**config.mk**
```make
export PLATFORM = sky130hd
export DESIGN_NAME = axi_registers_flat
export DESIGN_NICKNAME = d
export VERILOG_FILES = /design/src/rtl/axi_registers_pkg.sv /design/src/rtl/axi_ifc.sv /design/src/rtl/axi_registers.sv /design/src/flat_wrapper.sv
export SDC_FILE = /design/constraint.sdc
export NUM_CORES = 1
export LEC_CHECK = 0
export CAP_MARGIN = 30
export CORE_MARGIN = 8
export CORE_UTILIZATION = 36
export CTS_CLUSTER_SIZE = 40
export DETAILED_ROUTE_END_ITERATION = 10
export HOLD_SLACK_MARGIN = 0.06
export MAX_ROUTING_LAYER = met4
export PLACE_DENSITY = 0.86
export SLEW_MARGIN = 20
export SYNTH_ARGS = -nofsm -noshare
export SYNTH_HDL_FRONTEND = slang
export SYNTH_SLANG_ARGS = --single-unit
```
**constraint.sdc**
```tcl
create_clock -name clk -period 3.3 [get_ports clk]
set_clock_uncertainty 0.15 [all_clocks]
set_input_delay 0.825 -clock clk [delete_from_list [all_inputs] [get_ports clk]]
set_output_delay 0.825 -clock clk [all_outputs]
set_load 0.05 [all_outputs]
```
**src/rtl/axi_registers_pkg.sv**
```systemverilog
// Shared types and constants for the axi_registers register-file bridge.
package axi_registers_pkg;

    typedef enum logic [2:0] {
        IDLE,
        RSTROBE,
        RCAPTURE,
        RRESP,
        WACCEPT,
        WSTROBE,
        WRESP
    } state_t;

    localparam logic [1:0] OKAY   = 2'b00;
    localparam logic [1:0] SLVERR = 2'b10;
    localparam int         ID_W   = 4;

endpackage

```
**src/rtl/axi_ifc.sv**
```systemverilog
// Shared AXI3/AXI4 bus: 32-bit address, 32-bit data, 4-bit strobe.
interface axi_ifc #(parameter int ID_W = 4);

    logic [ID_W-1:0] awid;
    logic [31:0]     awaddr;
    logic [7:0]      awlen;
    logic [2:0]      awsize;
    logic [1:0]      awburst;
    logic            awvalid;
    logic            awready;

    logic [31:0]     wdata;
    logic [3:0]      wstrb;
    logic            wlast;
    logic            wvalid;
    logic            wready;

    logic [ID_W-1:0] bid;
    logic [1:0]      bresp;
    logic            bvalid;
    logic            bready;

    logic [ID_W-1:0] arid;
    logic [31:0]     araddr;
    logic [7:0]      arlen;
    logic [2:0]      arsize;
    logic [1:0]      arburst;
    logic            arvalid;
    logic            arready;

    logic [ID_W-1:0] rid;
    logic [31:0]     rdata;
    logic [1:0]      rresp;
    logic            rlast;
    logic            rvalid;
    logic            rready;

    modport slave (
        input  awid, awaddr, awlen, awsize, awburst, awvalid,
        output awready,
        input  wdata, wstrb, wlast, wvalid,
        output wready,
        output bid, bresp, bvalid,
        input  bready,
        input  arid, araddr, arlen, arsize, arburst, arvalid,
        output arready,
        output rid, rdata, rresp, rlast, rvalid,
        input  rready
    );

    modport master (
        output awid, awaddr, awlen, awsize, awburst, awvalid,
        input  awready,
        output wdata, wstrb, wlast, wvalid,
        input  wready,
        input  bid, bresp, bvalid,
        output bready,
        output arid, araddr, arlen, arsize, arburst, arvalid,
        input  arready,
        input  rid, rdata, rresp, rlast, rvalid,
        output rready
    );

endinterface

```
**src/rtl/axi_registers.sv**
```systemverilog
// Single-beat AXI slave driving a simple strobed register file.
// Optional: AXI_REGISTERS_WSTRB_CHECK_EN rejects partial-strobe writes.
module axi_registers
    import axi_registers_pkg::*;
#(
    parameter int R_ADDR_WIDTH = 2
) (
    input  logic                    clk,
    input  logic                    rstn,
    axi_ifc.slave                   s,
    output logic [R_ADDR_WIDTH-1:0] o_rreg,
    output logic [R_ADDR_WIDTH-1:0] o_wreg,
    input  logic [31:0]             i_rdata,
    output logic [31:0]             o_wdata,
    output logic                    o_rd,
    output logic                    o_wr
);

    state_t                  state, next;
    logic [R_ADDR_WIDTH-1:0] rreg_q, wreg_q;
    logic [31:0]             rdata_q, wdata_q;
    logic [ID_W-1:0]         rid_q, bid_q;
    logic [1:0]              bresp_q;
    logic                    aw_done, w_done;
    logic                    ar_rdy, aw_rdy, w_rdy;
    logic                    ar_hs, aw_hs, w_hs;
    logic                    have_aw, have_w, wbad;

    assign ar_hs   = s.arvalid & ar_rdy;
    assign aw_hs   = s.awvalid & aw_rdy;
    assign w_hs    = s.wvalid & w_rdy;
    assign have_aw = aw_done | aw_hs;
    assign have_w  = w_done | w_hs;

`ifdef AXI_REGISTERS_WSTRB_CHECK_EN
    logic [3:0] wstrb_q;
    logic [3:0] wstrb_eff;
    assign wstrb_eff = w_done ? wstrb_q : s.wstrb;
    assign wbad      = (wstrb_eff != 4'b1111);
`else
    assign wbad = 1'b0;
`endif

    always_ff @(posedge clk or negedge rstn) begin
        if (!rstn) state <= IDLE;
        else       state <= next;
    end

    always_comb begin
        next = state;
        unique case (state)
            IDLE: begin
                if (s.arvalid)
                    next = RSTROBE;
                else if (s.awvalid | s.wvalid | aw_done | w_done)
                    next = WACCEPT;
            end
            RSTROBE:  next = RCAPTURE;
            RCAPTURE: next = RRESP;
            RRESP:    if (s.rready) next = IDLE;
            WACCEPT: begin
                if (have_aw & have_w)
                    next = wbad ? WRESP : WSTROBE;
            end
            WSTROBE:  next = WRESP;
            WRESP:    if (s.bready) next = IDLE;
            default:  next = IDLE;
        endcase
    end

    // Readies are gated by rstn so nothing handshakes while held in reset.
    always_comb begin
        ar_rdy   = rstn & (state == IDLE);
        aw_rdy   = rstn & ((state == IDLE) | (state == WACCEPT)) & ~aw_done;
        w_rdy    = rstn & ((state == IDLE) | (state == WACCEPT)) & ~w_done;
        o_rd     = (state == RSTROBE);
        o_wr     = (state == WSTROBE);
        s.rvalid = (state == RRESP);
        s.bvalid = (state == WRESP);
    end

    assign s.arready = ar_rdy;
    assign s.awready = aw_rdy;
    assign s.wready  = w_rdy;
    assign s.rdata   = rdata_q;
    assign s.rresp   = OKAY;
    assign s.rlast   = 1'b1;
    assign s.rid     = rid_q;
    assign s.bid     = bid_q;
    assign s.bresp   = bresp_q;
    assign o_rreg    = rreg_q;
    assign o_wreg    = wreg_q;
    assign o_wdata   = wdata_q;

    always_ff @(posedge clk or negedge rstn) begin
        if (!rstn) begin
            rreg_q  <= '0;
            wreg_q  <= '0;
            rdata_q <= '0;
            wdata_q <= '0;
            rid_q   <= '0;
            bid_q   <= '0;
            bresp_q <= OKAY;
            aw_done <= 1'b0;
            w_done  <= 1'b0;
`ifdef AXI_REGISTERS_WSTRB_CHECK_EN
            wstrb_q <= '0;
`endif
        end else begin
            if (ar_hs) begin
                rreg_q <= s.araddr[R_ADDR_WIDTH+1:2];
                rid_q  <= s.arid;
            end
            if (state == RCAPTURE)
                rdata_q <= i_rdata;
            if (aw_hs) begin
                wreg_q  <= s.awaddr[R_ADDR_WIDTH+1:2];
                bid_q   <= s.awid;
                aw_done <= 1'b1;
            end
            if (w_hs) begin
                wdata_q <= s.wdata;
                w_done  <= 1'b1;
`ifdef AXI_REGISTERS_WSTRB_CHECK_EN
                wstrb_q <= s.wstrb;
`endif
            end
            // Leaving WACCEPT: release the capture flags and fix the response.
            if ((state == WACCEPT) & have_aw & have_w) begin
                aw_done <= 1'b0;
                w_done  <= 1'b0;
                bresp_q <= wbad ? SLVERR : OKAY;
            end
        end
    end

    logic unused_ok;
    assign unused_ok = ^{s.araddr, s.awaddr, s.awlen, s.awsize,
                         s.awburst, s.arlen, s.arsize, s.arburst,
                         s.wlast, s.wstrb};

endmodule

```
**src/flat_wrapper.sv**
```systemverilog
// flat-port wrapper written by rule: the top's interface ports become plain ports
module axi_registers_flat import axi_registers_pkg::*;
#(
    parameter int R_ADDR_WIDTH = 2
)
  (clk, rstn, o_rreg, o_wreg, i_rdata, o_wdata, o_rd, o_wr, s_awid, s_awaddr, s_awlen, s_awsize, s_awburst, s_awvalid, s_awready, s_wdata, s_wstrb, s_wlast, s_wvalid, s_wready, s_bid, s_bresp, s_bvalid, s_bready, s_arid, s_araddr, s_arlen, s_arsize, s_arburst, s_arvalid, s_arready, s_rid, s_rdata, s_rresp, s_rlast, s_rvalid, s_rready);
  axi_ifc s_i ();
  input  logic clk;
  input  logic rstn;
  output logic [R_ADDR_WIDTH-1:0] o_rreg;
  output logic [R_ADDR_WIDTH-1:0] o_wreg;
  input  logic [31:0] i_rdata;
  output logic [31:0] o_wdata;
  output logic o_rd;
  output logic o_wr;
  input wire logic [$bits(s_i.awid)-1:0] s_awid;
  input wire logic [$bits(s_i.awaddr)-1:0] s_awaddr;
  input wire logic [$bits(s_i.awlen)-1:0] s_awlen;
  input wire logic [$bits(s_i.awsize)-1:0] s_awsize;
  input wire logic [$bits(s_i.awburst)-1:0] s_awburst;
  input wire logic [$bits(s_i.awvalid)-1:0] s_awvalid;
  output wire logic [$bits(s_i.awready)-1:0] s_awready;
  input wire logic [$bits(s_i.wdata)-1:0] s_wdata;
  input wire logic [$bits(s_i.wstrb)-1:0] s_wstrb;
  input wire logic [$bits(s_i.wlast)-1:0] s_wlast;
  input wire logic [$bits(s_i.wvalid)-1:0] s_wvalid;
  output wire logic [$bits(s_i.wready)-1:0] s_wready;
  output wire logic [$bits(s_i.bid)-1:0] s_bid;
  output wire logic [$bits(s_i.bresp)-1:0] s_bresp;
  output wire logic [$bits(s_i.bvalid)-1:0] s_bvalid;
  input wire logic [$bits(s_i.bready)-1:0] s_bready;
  input wire logic [$bits(s_i.arid)-1:0] s_arid;
  input wire logic [$bits(s_i.araddr)-1:0] s_araddr;
  input wire logic [$bits(s_i.arlen)-1:0] s_arlen;
  input wire logic [$bits(s_i.arsize)-1:0] s_arsize;
  input wire logic [$bits(s_i.arburst)-1:0] s_arburst;
  input wire logic [$bits(s_i.arvalid)-1:0] s_arvalid;
  output wire logic [$bits(s_i.arready)-1:0] s_arready;
  output wire logic [$bits(s_i.rid)-1:0] s_rid;
  output wire logic [$bits(s_i.rdata)-1:0] s_rdata;
  output wire logic [$bits(s_i.rresp)-1:0] s_rresp;
  output wire logic [$bits(s_i.rlast)-1:0] s_rlast;
  output wire logic [$bits(s_i.rvalid)-1:0] s_rvalid;
  input wire logic [$bits(s_i.rready)-1:0] s_rready;
  assign s_i.awid = s_awid;
  assign s_i.awaddr = s_awaddr;
  assign s_i.awlen = s_awlen;
  assign s_i.awsize = s_awsize;
  assign s_i.awburst = s_awburst;
  assign s_i.awvalid = s_awvalid;
  assign s_awready = s_i.awready;
  assign s_i.wdata = s_wdata;
  assign s_i.wstrb = s_wstrb;
  assign s_i.wlast = s_wlast;
  assign s_i.wvalid = s_wvalid;
  assign s_wready = s_i.wready;
  assign s_bid = s_i.bid;
  assign s_bresp = s_i.bresp;
  assign s_bvalid = s_i.bvalid;
  assign s_i.bready = s_bready;
  assign s_i.arid = s_arid;
  assign s_i.araddr = s_araddr;
  assign s_i.arlen = s_arlen;
  assign s_i.arsize = s_arsize;
  assign s_i.arburst = s_arburst;
  assign s_i.arvalid = s_arvalid;
  assign s_arready = s_i.arready;
  assign s_rid = s_i.rid;
  assign s_rdata = s_i.rdata;
  assign s_rresp = s_i.rresp;
  assign s_rlast = s_i.rlast;
  assign s_rvalid = s_i.rvalid;
  assign s_i.rready = s_rready;
  axi_registers #(.R_ADDR_WIDTH(R_ADDR_WIDTH)) u_core (.clk(clk), .rstn(rstn), .s(s_i), .o_rreg(o_rreg), .o_wreg(o_wreg), .i_rdata(i_rdata), .o_wdata(o_wdata), .o_rd(o_rd), .o_wr(o_wr));
endmodule
```
==> metrics <==
outcome=finished, final reports clean; initial core utilization=a little under two fifths; cell count after synthesis=210; yosys warns=0; Worst Path Max Fanout=12; # diodes=0; Slew Limit Fails=0; Total Neg Setup Slack=0 ps; max_cap viols=0; CTS tree=yes; WP buf/inv=1; cell family with most CP delay=buffers and inverters; register area share after synthesis=60.0%; Int Pwr=between 3 and 4 mW; met1 wire length=around 3700 µm; drt total wl=about 9400 µm; die area=approximately 13000 µm²; Slew @ Worst Pin=just under 700 ps; number of fill cells=721; total track usage=between 15 and 20%; Sw Share=between 40% and 50%; CTS resizes=0; Pwr per Cell Area=1230 nW/µm²; # setup viols final=0; Peak supply drop=approximately 0.68 mV; area grow syn2layout=59.4%; CP max stage delay=between 800 and 900 ps; slew margin rel.=~54%; WL met2=around 4700 µm; Yosys cell types=26; ANT nets after route=0; CP Capture Type=output pin; Post-synth ARST share=100%; initial antenna violation count=0; Root Driver=clkbuf_8; vias in the first global route=about 2800; WL/cell=around 19 µm; final net count=around 560; 1st-pass router iterations=4; crit share post-route=between 90 and 100%; Top FF cell, synth=dfrtp_1; CP startpoint kind=register; Clock Path Buffers=2; mapped cell area=about 3400 µm²; share of power burned in registers=27.6%; DRC Markers=0; largest cells by area after synthesis=dfrtp_1 60%, mux2_2 15%, mux2_4 13%, nor4b_4 2.1%, buf_4 1.1%; final worst slack=~160 ps; LEAKAGE=between 2 and 2.5 nW; number of enable flip-flop cells after synthesis=0; pre-CTS WS=roughly 520 ps; FMAX=roughly 320 MHz; total grt overflow=0; routed vias=~2400; Non-Filler Instances=a little under 500; die height=113 µm; routed wl met3=between 800 and 900 µm; H-tree lvl count=3; Num CTS Buffers=9; RSZ-0062 raised after global routing=no; cell taking the most area after synthesis=dfrtp_1; row cnt=35; Hold Vio Cnt, Final=0; clock share of power=11.7%; largest net degree at the start of global routing=57; first-pass GRT wire length=between 10000 and 15000 µm; Reg clk slew, reported paths=roughly 70 ps; Placer Congestion=between 0.7 and 0.8; flops & latches, synth=81; count of hold-fix buffers inserted at cts=0; logic gate share of total power=roughly three fifths; fin util=58.8%; Worst EP required=2320 ps; post-CTS setup buffer count=0; clk_lat worst skew=roughly 340 ps; Port-buffer cells=~170; CP arrival=roughly 2200 ps; IO Pins=between 200 and 300; fin area=roughly 5400 µm²; Synth top area share=between 60% and 70%; Die X=113 µm; layout cell share with drive strength beyond 1=27.5%; post-DP HPWL=approximately 7200 µm; switching pwr=around 3.1 mW; Worst Hold Class=reg2reg; CP max-delay cell=clkdlybuf4s50_1; highest routed layer=met4; Period minus WS final=3140 ps; Placed Instances=481; initial drt markers=54; clock sinks=81; synthesized area per cell=~16 µm²; Crit Path Category=reg2out; placed standard-cell area=5170 µm²; vias per std cell=4.83; core box area=9150 µm²; worst path cell trace=nor3b_1 -> clkdlybuf4s50_1
==> logic make-up after synthesis <==
kind of cell	Yosys count	share of synthesized area [%]
DFF	81	60.0
muxes	76	28.7
and+or+nand+nor	21	4.97
AOI/OAI and AO/OA	15	3.07
buffers and inverters	15	3.04
other	2	0.222
==> stage by stage <==
stage / power, mW / hold slack [ps]
6_report: 6.64 / 353
5_1_grt: 6.92 / 374
4_1_cts: 6.72 / 362
3_5_place_dp: 5.91 / 345
3_3_place_gp: 5.81 / 338
2_1_floorplan: 4.49 / 379
==> layout by cell type, fill, tap and decap left out, drive strengths merged <==
cell type      instances
o32ai                  2
clkdlybuf4s50        161
clkinvlp               2
o22ai                  1
dfrtp                 81
conb                   5
a21oi                  3
clkinv                 1
buf                   10
o311a                  1
nor3b                  4
nand3                  1
mux2                  76
nor2                   3
a21o                   2
nor4                   1
inv                    1
nor4b                  3
a31oi                  4
clkbuf                11
o21ai                  1
nand2                  8
nor2b                  1
o21ba                  1
bufinv                 2
==> power groups by stage <==
stage | Sequential, mW | Combinational (mW) | Clock [mW]
floorplan | 3.46 | 1.03 | 0
global placement | 1.80 | 4.01 | 0
detailed placement | 1.85 | 4.06 | 0
CTS | 1.84 | 4.08 | 0.811
global route | 1.90 | 4.18 | 0.846
finish | 1.83 | 4.03 | 0.777
==> routing by layer <==
layer	up-vias	track usage, %
li1	1079	-
met3	11	5.96
met4	0	6.66
met1	1208	15.8
met5	-	-
met2	104	24.7
==> synth_stat cells, drive strengths merged (2+ instances only) <==
| master | instances |
|---|---|
| mux2 | 76 |
| o32ai | 2 |
| dfrtp | 81 |
| a21oi | 3 |
| clkbuf | 2 |
| nor2 | 3 |
| a31oi | 4 |
| nand2 | 8 |
| a21o | 2 |
| nor4b | 3 |
| nor3b | 4 |
| conb | 2 |
| buf | 12 |
==> registers in the layout, indices dropped and copies added, names as in the netlist <==
signal and flops:
u_core.o_wdata 32, u_core.s.rdata 32, u_core.s.bid 4, u_core.s.rid 4, u_core.state 3, u_core.o_rreg 2
u_core.o_wreg 2, u_core.aw_done 1, u_core.w_done 1
==> worst paths after layout <==
kind,cells past startpoint,startpoint,slack [ps],end
max in group asynchronous,2,rstn,2030,u_core.s.rid[2]
worst min register to register,1,u_core.s.rdata[4],350,u_core.s.rdata[4]
worst min-delay path,1,u_core.s.rdata[4],350,u_core.s.rdata[4]
worst max register to register,4,u_core.state[1],1120,u_core.o_wdata[15]
worst max-delay path,2,u_core.state[1],160,s_bvalid
min in group asynchronous,2,rstn,380,u_core.o_wdata[13]
==> layout make-up <==
cell class	count	area (µm²)	area share [%]
timing repair buffer	171	1740	32.3
clock buffer	11	131	2.44
multi-input combinational	117	1260	23.5
inverter	1	3.75	0.0697
clock inverter	5	80.1	1.49
tap	111	139	2.58
sequential	81	2030	37.7
(Power assumes the default switching activity.)
